--- src/rtl/scan_mux_pkg.sv ---
// Shared definitions for the scan_mux_bank block.
//   DEFAULT_WIDTH / DEFAULT_CHANNELS : default bank geometry
//   dir_e                            : pointer step direction
//   ptr_width()                      : pointer width for a channel count, never below 1
package scan_mux_pkg;

  localparam int unsigned DEFAULT_WIDTH    = 8;
  localparam int unsigned DEFAULT_CHANNELS = 8;

  typedef enum logic {
    DIR_DOWN = 1'b0,
    DIR_UP   = 1'b1
  } dir_e;

  function automatic int unsigned ptr_width(input int unsigned channels);
    return (channels <= 2) ? 1 : $clog2(channels);
  endfunction

endpackage

--- src/rtl/scan_ptr.sv ---
// Channel pointer for scan_mux_bank: loadable, clamped, bidirectional stepping.
// With SCAN_WRAP_EN defined the pointer wraps at either end and 'wrapped' pulses for
// the cycle after a wrapping step; otherwise it saturates and 'wrapped' is tied low.
// Ports:
//   clk, reset     clock, asynchronous active-low reset
//   load, load_val load pointer (values beyond the last channel clamp to it)
//   step, dir      advance one channel in the given direction
//   ptr            current pointer
//   wrapped        one-cycle wrap indication
module scan_ptr
  import scan_mux_pkg::*;
#(
  parameter  int unsigned CHANNELS = DEFAULT_CHANNELS,
  localparam int unsigned PTR_W    = ptr_width(CHANNELS)
) (
  input  logic             clk,
  input  logic             reset,
  input  logic             load,
  input  logic [PTR_W-1:0] load_val,
  input  logic             step,
  input  dir_e             dir,
  output logic [PTR_W-1:0] ptr,
  output logic             wrapped
);

  localparam logic [PTR_W-1:0] LastIdx = PTR_W'(CHANNELS - 1);

  // Where the pointer goes when stepping past either end.
`ifdef SCAN_WRAP_EN
  localparam logic [PTR_W-1:0] UpFromLast   = '0;
  localparam logic [PTR_W-1:0] DownFromZero = LastIdx;
`else
  localparam logic [PTR_W-1:0] UpFromLast   = LastIdx;
  localparam logic [PTR_W-1:0] DownFromZero = '0;
`endif

  logic [PTR_W-1:0] ptr_q, ptr_d;

  always_comb begin
    ptr_d = ptr_q;
    if (load) begin
      ptr_d = (load_val > LastIdx) ? LastIdx : load_val;
    end else if (step) begin
      unique case (dir)
        DIR_UP:   ptr_d = (ptr_q == LastIdx) ? UpFromLast : ptr_q + 1'b1;
        DIR_DOWN: ptr_d = (ptr_q == '0) ? DownFromZero : ptr_q - 1'b1;
        default:  ptr_d = ptr_q;
      endcase
    end
  end

  always_ff @(posedge clk or negedge reset) begin
    if (!reset) begin
      ptr_q <= '0;
    end else begin
      ptr_q <= ptr_d;
    end
  end

  assign ptr = ptr_q;

`ifdef SCAN_WRAP_EN
  logic wrap_d, wrapped_q;

  assign wrap_d = step & ~load & ((dir == DIR_UP) ? (ptr_q == LastIdx) : (ptr_q == '0));

  always_ff @(posedge clk or negedge reset) begin
    if (!reset) begin
      wrapped_q <= 1'b0;
    end else begin
      wrapped_q <= wrap_d;
    end
  end

  assign wrapped = wrapped_q;
`else
  assign wrapped = 1'b0;
`endif

endmodule

--- src/rtl/scan_mux_bank.sv ---
// Capture-and-scan bank: CHANNELS registers of WIDTH bits captured in parallel from din,
// read out one channel at a time through a one-entry registered valid/ready stage.
// Optional feature macro: SCAN_WRAP_EN (pointer wrap-around and 'wrapped' pulse);
// without it the pointer saturates at either end and 'wrapped' stays 0.
// Ports:
//   clk, reset        clock, asynchronous active-low reset
//   cap_en, din       capture all channels; channel i is din[i*WIDTH +: WIDTH]
//   en, incr          read request and step direction (1 = up)
//   ptr_load, ptr_val pointer load (wins over en, no read that cycle)
//   dout, out_ptr     output data and the channel it came from
//   out_valid         output stage holds data
//   out_ready         consumer accepts when out_valid & out_ready
//   wrapped           pointer wrapped on the previous edge
module scan_mux_bank
  import scan_mux_pkg::*;
#(
  parameter  int unsigned WIDTH    = DEFAULT_WIDTH,
  parameter  int unsigned CHANNELS = DEFAULT_CHANNELS,
  localparam int unsigned PTR_W    = ptr_width(CHANNELS)
) (
  input  logic                      clk,
  input  logic                      reset,
  input  logic                      cap_en,
  input  logic [CHANNELS*WIDTH-1:0] din,
  input  logic                      en,
  input  logic                      incr,
  input  logic                      ptr_load,
  input  logic [PTR_W-1:0]          ptr_val,
  output logic [WIDTH-1:0]          dout,
  output logic [PTR_W-1:0]          out_ptr,
  output logic                      out_valid,
  input  logic                      out_ready,
  output logic                      wrapped
);

  logic [WIDTH-1:0] bank_q [CHANNELS];
  logic [PTR_W-1:0] ptr;
  logic             slot_free;
  logic             rd;
  logic [WIDTH-1:0] dout_q;
  logic [PTR_W-1:0] out_ptr_q;
  logic             out_valid_q;

  assign slot_free = ~out_valid_q | out_ready;
  assign rd        = en & slot_free & ~ptr_load;

  // Capture bank; a read in the same cycle sees the pre-capture contents.
  always_ff @(posedge clk or negedge reset) begin
    if (!reset) begin
      for (int unsigned i = 0; i < CHANNELS; i++) begin
        bank_q[i] <= '0;
      end
    end else if (cap_en) begin
      for (int unsigned i = 0; i < CHANNELS; i++) begin
        bank_q[i] <= din[i*WIDTH +: WIDTH];
      end
    end
  end

  scan_ptr #(
    .CHANNELS(CHANNELS)
  ) u_ptr (
    .clk     (clk),
    .reset   (reset),
    .load    (ptr_load),
    .load_val(ptr_val),
    .step    (rd),
    .dir     (dir_e'(incr)),
    .ptr     (ptr),
    .wrapped (wrapped)
  );

  // One-entry output stage; a new read replaces an accepted entry without a bubble.
  always_ff @(posedge clk or negedge reset) begin
    if (!reset) begin
      dout_q      <= '0;
      out_ptr_q   <= '0;
      out_valid_q <= 1'b0;
    end else if (rd) begin
      dout_q      <= bank_q[ptr];
      out_ptr_q   <= ptr;
      out_valid_q <= 1'b1;
    end else if (out_ready) begin
      out_valid_q <= 1'b0;
    end
  end

  assign dout      = dout_q;
  assign out_ptr   = out_ptr_q;
  assign out_valid = out_valid_q;

endmodule
--- config.mk ---
export PLATFORM = sky130hd
export DESIGN_NAME = scan_mux_bank
export DESIGN_NICKNAME = d
export VERILOG_FILES = /design/src/rtl/scan_mux_pkg.sv /design/src/rtl/scan_ptr.sv /design/src/rtl/scan_mux_bank.sv
export SDC_FILE = /design/constraint.sdc
export NUM_CORES = 1
export LEC_CHECK = 0
export CORE_MARGIN = 1.5
export CORE_UTILIZATION = 25
export DETAILED_ROUTE_END_ITERATION = 10
export DONT_BUFFER_PORTS = 1
export PLACE_DENSITY = 0.4
export REMOVE_ABC_BUFFERS = 1
export SLEW_MARGIN = 20
export SYNTH_ARGS = -nofsm -noshare
export SYNTH_HDL_FRONTEND = slang
export SYNTH_SLANG_ARGS = --single-unit
--- constraint.sdc ---
create_clock -name clk -period 1.9 [get_ports clk]
set_input_delay 0.38 -clock clk [delete_from_list [all_inputs] [get_ports clk]]
set_output_delay 0.38 -clock clk [all_outputs]
set_load 0.03 [all_outputs]
* Yosys cells after proc, flatten, opt, wreduce, memory -nomap -nowiden
Cells that the tools add are included.
** Storage, ports and cells
- ROM bits :: 0
- Flip-flop bits (word level) :: 79
- Word-level logic and storage cells :: 38
- Input port bits :: 74
- RAM bits :: 0
- Memories :: 0
- Bits in latches :: 0
** Cells by class
- Equal/unequal tests :: 1
- Bitwise gates (word level) :: 7
- Multipliers :: 0
- Mux-type cells :: 11
- Shifts and indexed selects :: 0
- Add/sub/neg operators :: 2
- Div/mod/pow operators :: 0
- Reductions and logical operators :: 3
- Order comparisons :: 2
** Operators by type and width (number)
- $bmux 8 s3 :: 1
- $mux 8 :: 2
- $mux 3 :: 5
- $pmux 3 s2 :: 1
- $ge 4x4->1 const B :: 1
- $not 3->4 :: 1
- $reduce_bool 2->1 :: 2
- $add 3x1->3 const B :: 1
- $eq 3x3->1 const B :: 1
- $gt 3x3->1 const B :: 1
- $logic_not 3->1 :: 1
- $not 1->1 :: 3
- $sub 3x1->3 const B :: 1
- $and 1x1->1 :: 2
- $mux 1 :: 2
- $or 1x1->1 :: 1

* Longest topological paths before layout
Gate-level depths: netlist of run 1.
- Depth after elaboration :: 6
- Mapped depth :: 9
- Gate-level depth less buffers :: 6

* Hierarchy
From an unflattened synthesis of run 1, not the netlist that was laid out.
** Unflattened totals
- Cells, all modules :: 261
- Area, all modules :: 3658.5 um^2
** Modules (own cells, without submodules)
- scan_mux_bank :: instances 1, cells an instance 231, area each 3390.8 um^2
- scan_ptr :: instances 1, cells an instance 30, area each 267.8 um^2

* Worst setup path after synthesis of run 1
OpenSTA, ideal clock, no wires.
- Kind :: register to register
- Start point :: register u_ptr.ptr_q[0], in the netlist u_ptr.ptr[0]
- End point :: register u_ptr.ptr_q[1], in the netlist u_ptr.ptr[1]
- Setup time :: 95 ps
- Cell stages (with the launch flop) :: 10
- Slack :: 194 ps
- Required time :: 1805 ps
- Arrival time :: 1611 ps
- Clock period less this slack :: 1706 ps
- Path buffers :: 3
- Cells stage by stage :: dfrtp_1 -> buf_6 -> buf_12 -> buf_8 -> inv_1 -> ha_1 -> nor2b_1 -> o21ai_1 -> and3_1 -> o31ai_1
** On the way
- Longest elaborated chain between the ends :: 5
- Elaborated cells between the ends (all ways) :: 9
** Ends and longest elaborated chain
- start, declared :: line scan_ptr.sv:37 : logic [PTR_W-1:0] ptr_q, ptr_d;
- start signal, assigned :: line scan_ptr.sv:56 : ptr_q <= ptr_d;
- $sub 3x1->3, or another cell as far along :: line scan_ptr.sv:46 : DIR_DOWN: ptr_d = (ptr_q == '0) ? DownFromZero : ptr_q - 1'b1;
- $mux 3, on equally long branches :: line scan_ptr.sv:46, scan_ptr.sv:45
- $pmux 3 s2 (*) :: line scan_ptr.sv:44 : unique case (dir)
- $mux 3 (*) :: line scan_ptr.sv:43 : end else if (step) begin
- $mux 3 (*) :: line scan_ptr.sv:41 : if (load) begin
Every way passes the cells marked *; elsewhere a longest branch is shown, timed or not. The select of a mux whose other input is x is not followed.
A chain may end at the register's enable or synchronous reset.

* Worst setup path after layout of run 1
- Start point :: register u_ptr.ptr_q[1], in the netlist u_ptr.ptr[1]
- End point :: register dout_q[3], in the netlist dout[3]
** On the way
- Longest elaborated chain between the ends :: 4
** Ends and longest elaborated chain
- $not 3->4 (implied by the code) :: line scan_mux_bank.sv:80 : dout_q <= bank_q[ptr];
- $bmux 8 s3 :: line scan_mux_bank.sv:80
- $mux 8 (implied by the code) (2 in series) :: line scan_mux_bank.sv:80
- end signal, assigned :: line scan_mux_bank.sv:80
- end, declared :: line scan_mux_bank.sv:40 : logic [WIDTH-1:0] dout_q;
Every way passes these cells. The select of a mux whose other input is x is not followed.

==> Implementation_results.wiki, run 1 <==
{| class="wikitable"
! Metric !! Value
|-
| Starting utilization of the core area || 0.2588
|-
| Sequential area share after synthesis || 0.5439
|-
| Final critical delay including setup and external delays || 1.577 ns
|-
| Clock buffer count from CTS || 9
|-
| Worst setup path class || register to register
|-
| Core Rows || 43
|-
| Required time reported for the critical path endpoint || 2.13 ns
|-
| P_leak || 1.737 nW
|-
| Number of synthesized flops with an enable pin || 0
|-
| First-pass detailed-route iteration total || 4
|-
| Worst clock skew || approximately 0.0037 ns
|-
| Number of hold violations in the final report || a little under 80
|-
| Residual overflow from global routing || 0
|-
| Core Area || about 14000 um2
|-
| Clock tree root buffer cell || clkbuf_16
|-
| Clock latency reported for the late side of the worst-skew pair || approximately 0.34 ns
|-
| Number of global-route vias before repair || 2226
|-
| Highest fanout seen on the critical path || 8
|-
| Netlist Area Pre-Place || between 3000 and 4000 um2
|-
| PortBufs || 0
|-
| Worst-case hold slack || -0.2681 ns
|-
| Sink Count || a little under 80
|-
| Detail Placement HPWL || around 5.7 mm
|-
| Cell types with the largest area share after synthesis || dfrtp_1 (54%), mux2_2 (23%), mux2i_1 (9.1%), a22o_1 (1.9%), a221oi_1 (1.7%)
|-
| Worst stage delay on the critical path || approximately 0.49 ns
|-
| CTS tree || yes
|-
| Largest net degree at the start of global routing || 80
|-
| Deepest clock path buffer count || 2
|-
| Main synth FF type || dfrtp_1
|-
| Synth Register Bits || just under 80
|-
| Average cell area after synthesis || 14.20 um2
|-
| Routability cong. || 0.6762
|-
| Dominant cell type by area after synthesis || dfrtp_1
|-
| Die footprint || 15270 um2
|-
| Total I/O pin count || 87
|-
| Global-route wire length before repair || about 13 mm
|-
| Fraction of the cycle the final worst path needs || 0.8300
|-
| Upper clock frequency limit || about 630 MHz
|-
| Critical Path Source Type || register
|-
| Number of nets with antenna violations after routing || 0
|-
| Design area || 4104 um2
|-
| Slowest stage cell, crit path || dfrtp_1
|-
| Number of antenna violations at the first check in global routing || 1
|-
| Startpoint of the worst-slack reg-to-reg timing path || u_ptr.ptr[1]
|-
| Syn Inst Count || approximately 260
|-
| Worst r2r dst || dout[3]
|-
| Ant. Diodes || 0
|-
| Power dissipated by switching net loads || 0.001236 W
|-
| Maximum vdd drop || 0.4883 mV
|-
| Capturing element of the worst setup path || dout[3]
|-
| Setup-violating endpoint count in the final report || 0
|-
| Most frequently used cell type in the post-synthesis netlist || dfrtp_1
|-
| Average wire per cell in the routed design || 18.89 um
|-
| R2r setup slk || between 0.3 and 0.4 ns
|-
| Max-slew violations || 0
|-
| Count of unique library cells instantiated by Yosys || 30
|-
| Critical path endpoint category || register
|-
| Switching power share of the total || 0.2769
|-
| Internal Power || ~0.0032 W
|-
| Routed via count || between 2000 and 2500
|-
| Failing checks || negative hold slack
|-
| Number of inserted filler cells in the final layout || roughly 1400
|-
| Area added between synthesis and finish || 12.91%
|-
| Standard cell area after detailed placement || roughly 3800 um2
|-
| Part of the total power dissipated in combinational logic || 0.135
|-
| Worst path arrival time || about 1.8 ns
|-
| Logic depth of the worst register-to-register path || 4
|-
| Iteration-0 DRC count of the detailed router || 95
|-
| Maximum capacitance violations || 0
|-
| Result of the run || complete, but fails checks
|-
| GRT Overall Usage || 0.1179
|-
| Hold crit path type || input pin to asynchronous set/reset pin
|-
| Routed via count divided by cell count || 4.638
|-
| Clock share of power || 0.362
|-
| Die Span Y || 123.6 um
|-
| Number of nets in the finished design || approximately 340
|-
| Startpoint of the worst setup timing path || u_ptr.ptr[1]
|-
| Buffer count from post-CTS setup fixing || 0
|-
| Layout cells sized above 1 || 0.3774
|-
| DR DRC count || 0
|-
| Setup repair after global routing missed its margin || no
|-
| Top cells by count, synth || dfrtp_1 (79), mux2_2 (73), mux2i_1 (33)
|-
| Worst path cell trace || and2_1 > a22o_1 > a221oi_1 > mux2_2
|-
| Post-synthesis async set-or-reset flop share || 1.000
|-
| Power density over the cells || around 1100 nW/um2
|-
| Final sum of negative setup slack || 0 ns
|-
| Seq pwr share || 0.503
|-
| Die span in x || 123.6 um
|-
| Fraction of synthesized cell area taken by the top area cell type || 0.5439
|-
| CTS HTree Levels || 3
|-
| Total Wirelength || roughly 8.4 mm
|-
| Synth Warn # || 0
|-
| Quantity of gates resized following cts || 0
|-
| Clock transition at the register clock pins on the worst setup and hold paths after CTS || approximately 0.06 ns
|}
==> layout make-up <==
class / instances / area, um2 / share of cell area
flip-flops and latches: 79 / 1978 / 0.4820
multi-input cells: 157 / 1520 / 0.3704
clock buffers: 13 / 260.3 / 0.06341
well taps: 180 / 225.2 / 0.05488
repair buffers: 11 / 95.09 / 0.02317
clock inverters: 3 / 17.52 / 0.004268
inverters: 2 / 7.507 / 0.001829
==> state kept, by name, indices dropped and copies added, names as in the netlist <==
register	cells
u_ptr.ptr	3
bank_q	64
out_valid	1
out_ptr	3
dout	8
==> cells in the final DEF, fill, tap and decap left out, drive strengths merged, types with 3 or more instances in the layout <==
cell type / instances
dfrtp: 79
mux2: 75
mux2i: 33
clkbuf: 13
buf: 11
a22o: 8
a221oi: 8
nor2: 6
nand2: 5
nor2b: 4
ha: 3
==> cells by family after synthesis <==
| group | count (synthesis) | synth area share |
|---|---|---|
| AO/OA/AOI/OAI | 25 | 0.05645 |
| adder cells (fa/ha/maj) | 3 | 0.01033 |
| buffers and inverters | 20 | 0.03787 |
| flip-flops | 79 | 0.5439 |
| multiplexers | 108 | 0.3232 |
| other | 1 | 0.001032 |
| AND/OR/NAND/NOR | 20 | 0.02720 |
==> power by group through the flow <==
stage          registers, W  logic [W]  clock network (W)
2_1_floorplan       0.00224   0.000444                  0
3_3_place_gp        0.00229   0.000602                  0
3_5_place_dp        0.00229   0.000617                  0
4_1_cts             0.00226   0.000620            0.00169
5_1_grt             0.00229   0.000666            0.00176
6_report            0.00224   0.000603            0.00162
==> worst max-delay path: cells and delay by family (launching register included) <==
kind / cells / cell delay (ns)
compound gates: 2 / 0.27
simple gates: 1 / 0.44
mux: 1 / 0.27
flops: 1 / 0.49
==> per-stage QoR <==
step / setup WS [ns] / power, W / util / instances
floorplan: -0.5016 / 0.002689 / - / 238
global placement: 0.3023 / 0.002890 / 0.2725 / 429
detailed placement: 0.2843 / 0.002904 / 0.2725 / 429
CTS: 0.2804 / 0.004567 / 0.2923 / 445
global route: 0.1576 / 0.004715 / 0.2923 / 445
finish: 0.3230 / 0.004464 / 0.2923 / 445
==> how the worst min path moves through the flow <==
| stage | start | endpoint | slack (ns) | cells after the start |
|---|---|---|---|---|
| 3_3_place_gp | reset | bank_q[57] | 0.09 | 0 |
| 3_5_place_dp | reset | bank_q[49] | 0.09 | 0 |
| 4_1_cts | reset | bank_q[49] | -0.28 | 0 |
| 6_report | reset | bank_q[17] | -0.27 | 0 |
| 2_1_floorplan | reset | bank_q[0] | 0.08 | 0 |
| 5_1_grt | reset | bank_q[17] | -0.30 | 0 |
==> metal layers <==
metal | track usage | up-vias | share of wire
met1 | 0.1424 | 1049 | 0.44
met5 | 0 | - | 0.0015
li1 | - | 942 | -
met3 | 0.05266 | 10 | 0.073
met4 | 0.04741 | 2 | 0.015
met2 | 0.1837 | 61 | 0.47
Power figures use the tool's default switching activity.
==> run 2, diff against run 1 <==
ABC_AREA = 1   (was not set)
PLACE_DENSITY = 0.42   (was 0.4)
clock period = 1.36 ns   (was 1.9 ns; I/O delays follow)
==> run 2 against run 1 <==
The run still ends with negative hold slack left. Worst setup slack worse by 0.22 ns. Critical path type unchanged. Fmax increased by 26%. Largest power group unchanged. Die area up 5.6%. Cell count up 54%. First-iteration DRC count down 13%. Synthesized cell count is 94% higher. Critical path depth rose by 4. Area after synthesis rose by 5.7%. Non-clock buffer count is 1 lower. Via count grew 40%.
==> Implementation_results.wiki, run 2 <==
{| class="wikitable"
! Metric !! Value
|-
| Result of the run || complete, but fails checks
|-
| Failing checks || negative hold slack
|-
| First-pass detailed-route iteration total || 4
|-
| Internal Power || about 0.0045 W
|-
| Cell types with the largest area share after synthesis || dfrtp_1 (51%), nand2_1 (19%), inv_1 (6.8%), nand3_1 (5.7%), o21ai_1 (4.6%)
|-
| Final WS setup || 0.1056 ns
|-
| Ant. Diodes || 0
|-
| Fraction of synthesized cell area taken by the top area cell type || 0.5143
|-
| Detail Placement HPWL || between 6 and 7 mm
|-
| Critical Path Source Type || register
|-
| Tot Pwr || 0.006441 W
|-
| Syn Inst Count || just under 500
|-
| Routed via count || around 2900
|-
| Sink Count || roughly 80
|-
| Core Area || roughly 15000 um2
|-
| Global-route wire length before repair || roughly 16 mm
|-
| Logic depth of the worst register-to-register path || 8
|-
| Max-slew violations || 0
|-
| Top library cells by usage in the layout, fill and taps aside || nand2_1 (191), dfrtp_1 (79), inv_1 (70)
|-
| Synth Warn # || 0
|-
| Flip-flop count of the largest register, all copies and words added || 64
|-
| Area occupied by multi-input gates || 1403 um2
|-
| Hold crit path type || input pin to asynchronous set/reset pin
|-
| Sequential standard cell area || approximately 2000 um2
|-
| Dominant cell type by area after synthesis || dfrtp_1
|-
| Iteration-0 DRC count of the detailed router || 83
|-
| Core Rows || 45
|-
| Area added between synthesis and finish || 11.82%
|-
| Residual overflow from global routing || 0
|-
| Post-synthesis async set-or-reset flop share || 1.000
|-
| Deepest clock path buffer count || 2
|-
| Total I/O pin count || 87
|-
| Number of nets in the finished design || roughly 570
|-
| Main synth FF type || dfrtp_1
|-
| Die Span Y || 127.0 um
|-
| Average wire per cell in the routed design || between 10 and 15 um
|-
| Upper clock frequency limit || roughly 800 MHz
|-
| Power density over the cells || about 1500 nW/um2
|-
| Clock buffer count from CTS || 9
|-
| Average cell area after synthesis || ~7.7 um2
|-
| Maximum vdd drop || between 0.6 and 0.7 mV
|-
| GRT Overall Usage || 0.1329
|-
| Total Wirelength || around 9.9 mm
|-
| Most common cell after layout, fill and taps aside || nand2_1
|-
| Synth Register Bits || roughly 80
|-
| Largest net degree at the start of global routing || between 100 and 150
|-
| Die footprint || 16130 um2
|-
| Sequential area share after synthesis || 0.5143
|-
| Setup repair after global routing missed its margin || no
|-
| Most frequently used cell type in the post-synthesis netlist || nand2_1
|-
| Largest register by flop count || bank_q
|-
| Critical path endpoint category || register
|-
| Maximum capacitance violations || 0
|-
| Starting utilization of the core area || 0.2547
|-
| P_leak || ~2.2 nW
|-
| Clock latency reported for the late side of the worst-skew pair || between 0.3 and 0.4 ns
|-
| Routed via count divided by cell count || ~4.2
|-
| Number of inserted filler cells in the final layout || between 1500 and 2000
|-
| Post-place setup slack || ~0.076 ns
|-
| Number of synthesized flops with an enable pin || 0
|-
| Clock tree root buffer cell || clkbuf_16
|-
| Clock transition at the register clock pins on the worst setup and hold paths after CTS || 0.06 ns
|-
| Worst setup path class || register to register
|-
| Setup-violating endpoint count in the final report || 0
|-
| PortBufs || 0
|-
| Clock share of power || 0.370
|-
| CTS tree || yes
|-
| Worst-case hold slack || -0.3718 ns
|-
| Part of the total power dissipated in combinational logic || 0.160
|-
| Layout cells sized above 1 || 0.06841
|-
| Highest fanout seen on the critical path || 5
|-
| Netlist Area Pre-Place || 3844 um2
|-
| Post-layout instance count excluding filler cells || 685
|-
| Number of nets with antenna violations after routing || 0
|-
| Number of hold violations in the final report || slightly below 80
|-
| Switching power share of the total || 0.3077
|-
| Post-placement cell count || about 670
|-
| Seq pwr share || 0.469
|-
| Final critical delay including setup and external delays || approximately 1.3 ns
|-
| Power dissipated by switching net loads || 0.001982 W
|-
| Worst clock skew || 0.007787 ns
|-
| DR DRC count || 0
|-
| Die span in x || roughly 130 um
|-
| Top cells by count, synth || nand2_1 (191), dfrtp_1 (79), inv_1 (70)
|-
| Routability cong. || ~0.70
|-
| CTS HTree Levels || 3
|-
| Count of unique library cells instantiated by Yosys || 21
|-
| Fraction of the cycle the final worst path needs || 0.9224
|-
| Worst path arrival time || approximately 1.5 ns
|-
| Required time reported for the critical path endpoint || about 1.6 ns
|-
| Number of global-route vias before repair || between 2000 and 3000
|-
| Number of antenna violations at the first check in global routing || 0
|}
## run 2: cell types whose count changed in the layout (fill, tap and decap cells not counted), sizes merged, moves of 33 or more
cell and delta:
mux2i -33, inv +72, mux2 -75, nand3 +45
nand2 +187, o21ai +65
## run 2: what timing repair did
action	4_1_cts	5_1_grt
setup endpoints to repair	0	6
buffers inserted	0	0
hold endpoints to repair	79	79
gates resized for setup	0	1
## run 2: area by class of cell
cell class,instances,share of cell area
Timing Repair Buffer,10,0.02416
Clock buffer,14,0.06608
Multi-Input combinational cell,318,0.3263
Tap cell,188,0.05473
Sequential cell,79,0.4600
Inverter,74,0.06579
Clock inverter,2,0.002911
## run 2: through the flow
stage                     TNS, ns  instance area (um2)    util  hold WS [ns]
after CTS                       0                 4294  0.2846       -0.3946
after floorplan            -2.737                 3662       -      -0.02359
after global placement          0                 3998  0.2649      -0.02050
after detailed placement        0                 3998  0.2649      -0.02195
after global routing            0                 4298  0.2848       -0.4001
final                           0                 4298  0.2848       -0.3718
## run 2: per-layer routing
layer / vias to the layer above / wire length [um] / GRT usage
li1: 1510 / - / -
met3: 7 / 495 / 0.04439
met4: 0 / 88 / 0.03008
met5: - / 0 / 0
met2: 58 / 4722 / 0.2171
met1: 1313 / 4630 / 0.1710
## run 2: worst max-delay path, cell delays in order (launching register included)
cell,delay [ns]
dfrtp_1,0.44
inv_4,0.09
ha_1,0.30
inv_1,0.06
nand2_1,0.05
nand2_1,0.05
nand3_1,0.07
nand2_1,0.06
nand2_1,0.04
## run 2: power by group through the flow
stage               combinational [W]  clock [W]  sequential, W
finish                        0.00103    0.00239        0.00302
global route                  0.00121    0.00260        0.00305
CTS                           0.00107    0.00250        0.00303
detailed placement            0.00106          0        0.00307
global placement              0.00106          0        0.00307
floorplan                    0.000674          0        0.00303
## run 2: path summary, 6_finish.rpt
check | startpoint | end | slack [ns]
min reg2reg | bank_q[18] | bank_q[18] | 0.50
min in group clk | cap_en | bank_q[60] | 0.04
max | u_ptr.ptr[0] | u_ptr.ptr[1] | 0.11
min | reset | bank_q[34] | -0.37
max reg2reg | u_ptr.ptr[0] | u_ptr.ptr[1] | 0.11
max in group asynchronous | reset | bank_q[63] | 1.61
## run 2: cell families after synthesis
| group | after synthesis | synth area share |
|---|---|---|
| xor gates and xnor gates | 1 | 0.002279 |
| AOI/OAI and AO/OA | 70 | 0.09212 |
| DFF | 79 | 0.5143 |
| and+or+nand+nor | 243 | 0.2598 |
| adders and majority gates | 3 | 0.009767 |
| buffers and inverters | 100 | 0.1208 |
| other | 1 | 0.0009756 |
==> run 3, diff against run 2 <==
ABC_AREA = 0   (was 1)
==> run 3 against run 2 <==
Fmax fell by 17%. The flow finishes with violations (negative hold slack, negative setup slack). First-iteration DRC count is 49% lower. Clock power decreased by 10%. Cell count decreased by 33%. Combinational power up 11%. Wire length shrank 15%. Design area up 2.9%. Sequential power grew 4%. Count of clock-buffer cells in the layout unchanged.
==> Implementation_results.wiki, run 3 (synthesized netlist as in run 1, its figures left out) <==
{| class="wikitable"
! Metric !! Value
|-
| Result of the run || complete, but fails checks
|-
| Failing checks || negative hold slack, negative setup slack
|-
| Largest net degree at the start of global routing || 80
|-
| Largest register by flop count || bank_q
|-
| Slowest stage cell, crit path || dfrtp_2
|-
| Average wire per cell in the routed design || approximately 18 um
|-
| Number of global-route vias before repair || 2341
|-
| Die span in x || between 100 and 150 um
|-
| Clock buffer count from CTS || 9
|-
| Total Wirelength || about 8.4 mm
|-
| Ant. Diodes || 0
|-
| Area added between synthesis and finish || 21.72%
|-
| Upper clock frequency limit || 662.0 MHz
|-
| Required time reported for the critical path endpoint || roughly 1.6 ns
|-
| CTS HTree Levels || 3
|-
| Most common cell after layout, fill and taps aside || dfrtp_1
|-
| Number of nets in the finished design || about 350
|-
| Number of hold violations in the final report || between 70 and 80
|-
| Startpoint of the worst-slack reg-to-reg timing path || u_ptr.ptr[0]
|-
| P_leak || between 1.5 and 2 nW
|-
| Setup-violating endpoint count in the final report || 10
|-
| PortBufs || 0
|-
| Number of buffers and inverters on the critical path || 2
|-
| Worst setup path class || register to register
|-
| CTS tree || yes
|-
| Top library cells by usage in the layout, fill and taps aside || dfrtp_1 (77), mux2_2 (65), mux2i_1 (28)
|-
| Clock latency reported for the late side of the worst-skew pair || approximately 0.34 ns
|-
| Setup repair after global routing missed its margin || yes
|-
| Clock tree root buffer cell || clkbuf_16
|-
| Number of nets with antenna violations after routing || 0
|-
| Final critical delay including setup and external delays || ~1.5 ns
|-
| Delay-heaviest family, CP || flip-flops
|-
| Core Area || 14040 um2
|-
| Post-layout instance count excluding filler cells || about 460
|-
| Iteration-0 DRC count of the detailed router || 42
|-
| Global-route wire length before repair || about 13 mm
|-
| Standard cell area after detailed placement || 3941 um2
|-
| Worst path arrival time || ~1.8 ns
|-
| Maximum capacitance violations || 0
|-
| DR DRC count || 0
|-
| Maximum vdd drop || roughly 0.53 mV
|-
| Deepest clock path buffer count || 2
|-
| Power density over the cells || between 1000 and 1500 nW/um2
|-
| Number of antenna violations at the first check in global routing || 0
|-
| Clock transition at the register clock pins on the worst setup and hold paths after CTS || 0.06 ns
|-
| Worst-case hold slack || -0.3729 ns
|-
| Routability cong. || between 0.7 and 0.8
|-
| Layout cells sized above 1 || 0.4964
|-
| Max-slew violations || 0
|-
| Critical Path Source Type || register
|-
| Final WS setup || -0.1506 ns
|-
| Most Frequent Cell on Critical Path || buf_12
|-
| GRT Overall Usage || 0.1191
|-
| Die Span Y || ~120 um
|-
| Routed via count divided by cell count || between 4 and 5
|-
| Worst r2r dst || dout[6]
|-
| Hold crit path type || input pin to asynchronous set/reset pin
|-
| Number of inserted filler cells in the final layout || between 1000 and 1500
|-
| Critical path endpoint category || register
|-
| Sink Count || 79
|-
| Highest fanout seen on the critical path || 6
|-
| Routed via count || just over 2000
|-
| Post-placement cell count || around 440
|-
| Design area || approximately 4400 um2
|-
| Logic depth of the worst register-to-register path || 6
|-
| Die footprint || 15270 um2
|-
| R2r setup slk || -0.15 ns
|-
| Worst path cell trace || buf_12 > buf_12 > mux2i_1 > a22o_1 > a221oi_2 > mux2_4
|-
| Core Rows || 43
|-
| Worst stage delay on the critical path || 0.45 ns
|-
| First-pass detailed-route iteration total || 3
|-
| Starting utilization of the core area || 0.2588
|-
| Worst clock skew || roughly 0.0078 ns
|-
| Detail Placement HPWL || around 6.0 mm
|-
| Total I/O pin count || a little under 90
|-
| Fraction of the cycle the final worst path needs || 1.111
|-
| Flip-flop count of the largest register, all copies and words added || 64
|-
| Residual overflow from global routing || 0
|}
[run 3: timing repair]
action / 4_1_cts / 5_1_grt
setup endpoints to repair: 13 / 12
endpoints found under the hold margin: 79 / 79
gates resized for setup: 31 / 15
pin swaps: 11 / 8
cloned: 1 / 0
buffers inserted: 2 / 0
[run 3: how the worst max path moves through the flow]
stage                      start            to  slack [ns]  cells after the start
global placement    u_ptr.ptr[0]  u_ptr.ptr[1]       -0.24                      6
global route        u_ptr.ptr[0]       dout[6]       -0.23                      6
finish              u_ptr.ptr[0]       dout[6]       -0.15                      6
detailed placement  u_ptr.ptr[0]  u_ptr.ptr[1]       -0.24                      6
floorplan           u_ptr.ptr[0]  u_ptr.ptr[1]       -1.04                      6
CTS                 u_ptr.ptr[0]       dout[6]       -0.16                      6
[run 3: per-layer routing]
metal	wire [um]	global-route usage	part of all wire
met1	3405	0.1313	0.40
met2	4342	0.2042	0.51
met3	552	0.04762	0.065
met4	149	0.04957	0.018
met5	0	0	0
[run 3: worst register-to-register path: stages, from the launching register on]
cell      delay [ns]
dfrtp_2         0.45
buf_12          0.16
buf_12          0.14
mux2i_1         0.12
a22o_1          0.22
a221oi_2        0.18
mux2_4          0.18
[run 3: final cells by class]
class	instances	area (um2)	area share
sequential	79	1979	0.4474
multi-input combinational	157	1689	0.3818
timing repair buffer	25	264.0	0.05967
clock buffer	14	254.0	0.05741
tap	180	225.2	0.05091
inverter	2	7.507	0.001697
clock inverter	1	5.005	0.001131
[run 3: stage by stage]
step / hold slack, ns / power (W) / TNS, ns / util / setup WS [ns]
floorplan: -0.02359 / 0.003757 / -10.55 / - / -1.042
global placement: -0.02063 / 0.004110 / -1.016 / 0.2807 / -0.2405
detailed placement: -0.01983 / 0.004128 / -1.218 / 0.2807 / -0.2392
CTS: -0.3910 / 0.006501 / -1.264 / 0.3107 / -0.1625
global route: -0.3919 / 0.006786 / -1.936 / 0.3151 / -0.2333
finish: -0.3729 / 0.006429 / -1.181 / 0.3151 / -0.1506
[run 3: power breakdown]
part | leakage [nW] | total [W] | switching [W] | internal (W)
Clock | 0.127 | 0.00215 | 0.000872 | 0.00127
Sequential | 0.921 | 0.00314 | 0.000467 | 0.00267
Combinational | 0.820 | 0.00114 | 0.000421 | 0.000722
Total | 1.87 | 0.00643 | 0.00176 | 0.00467
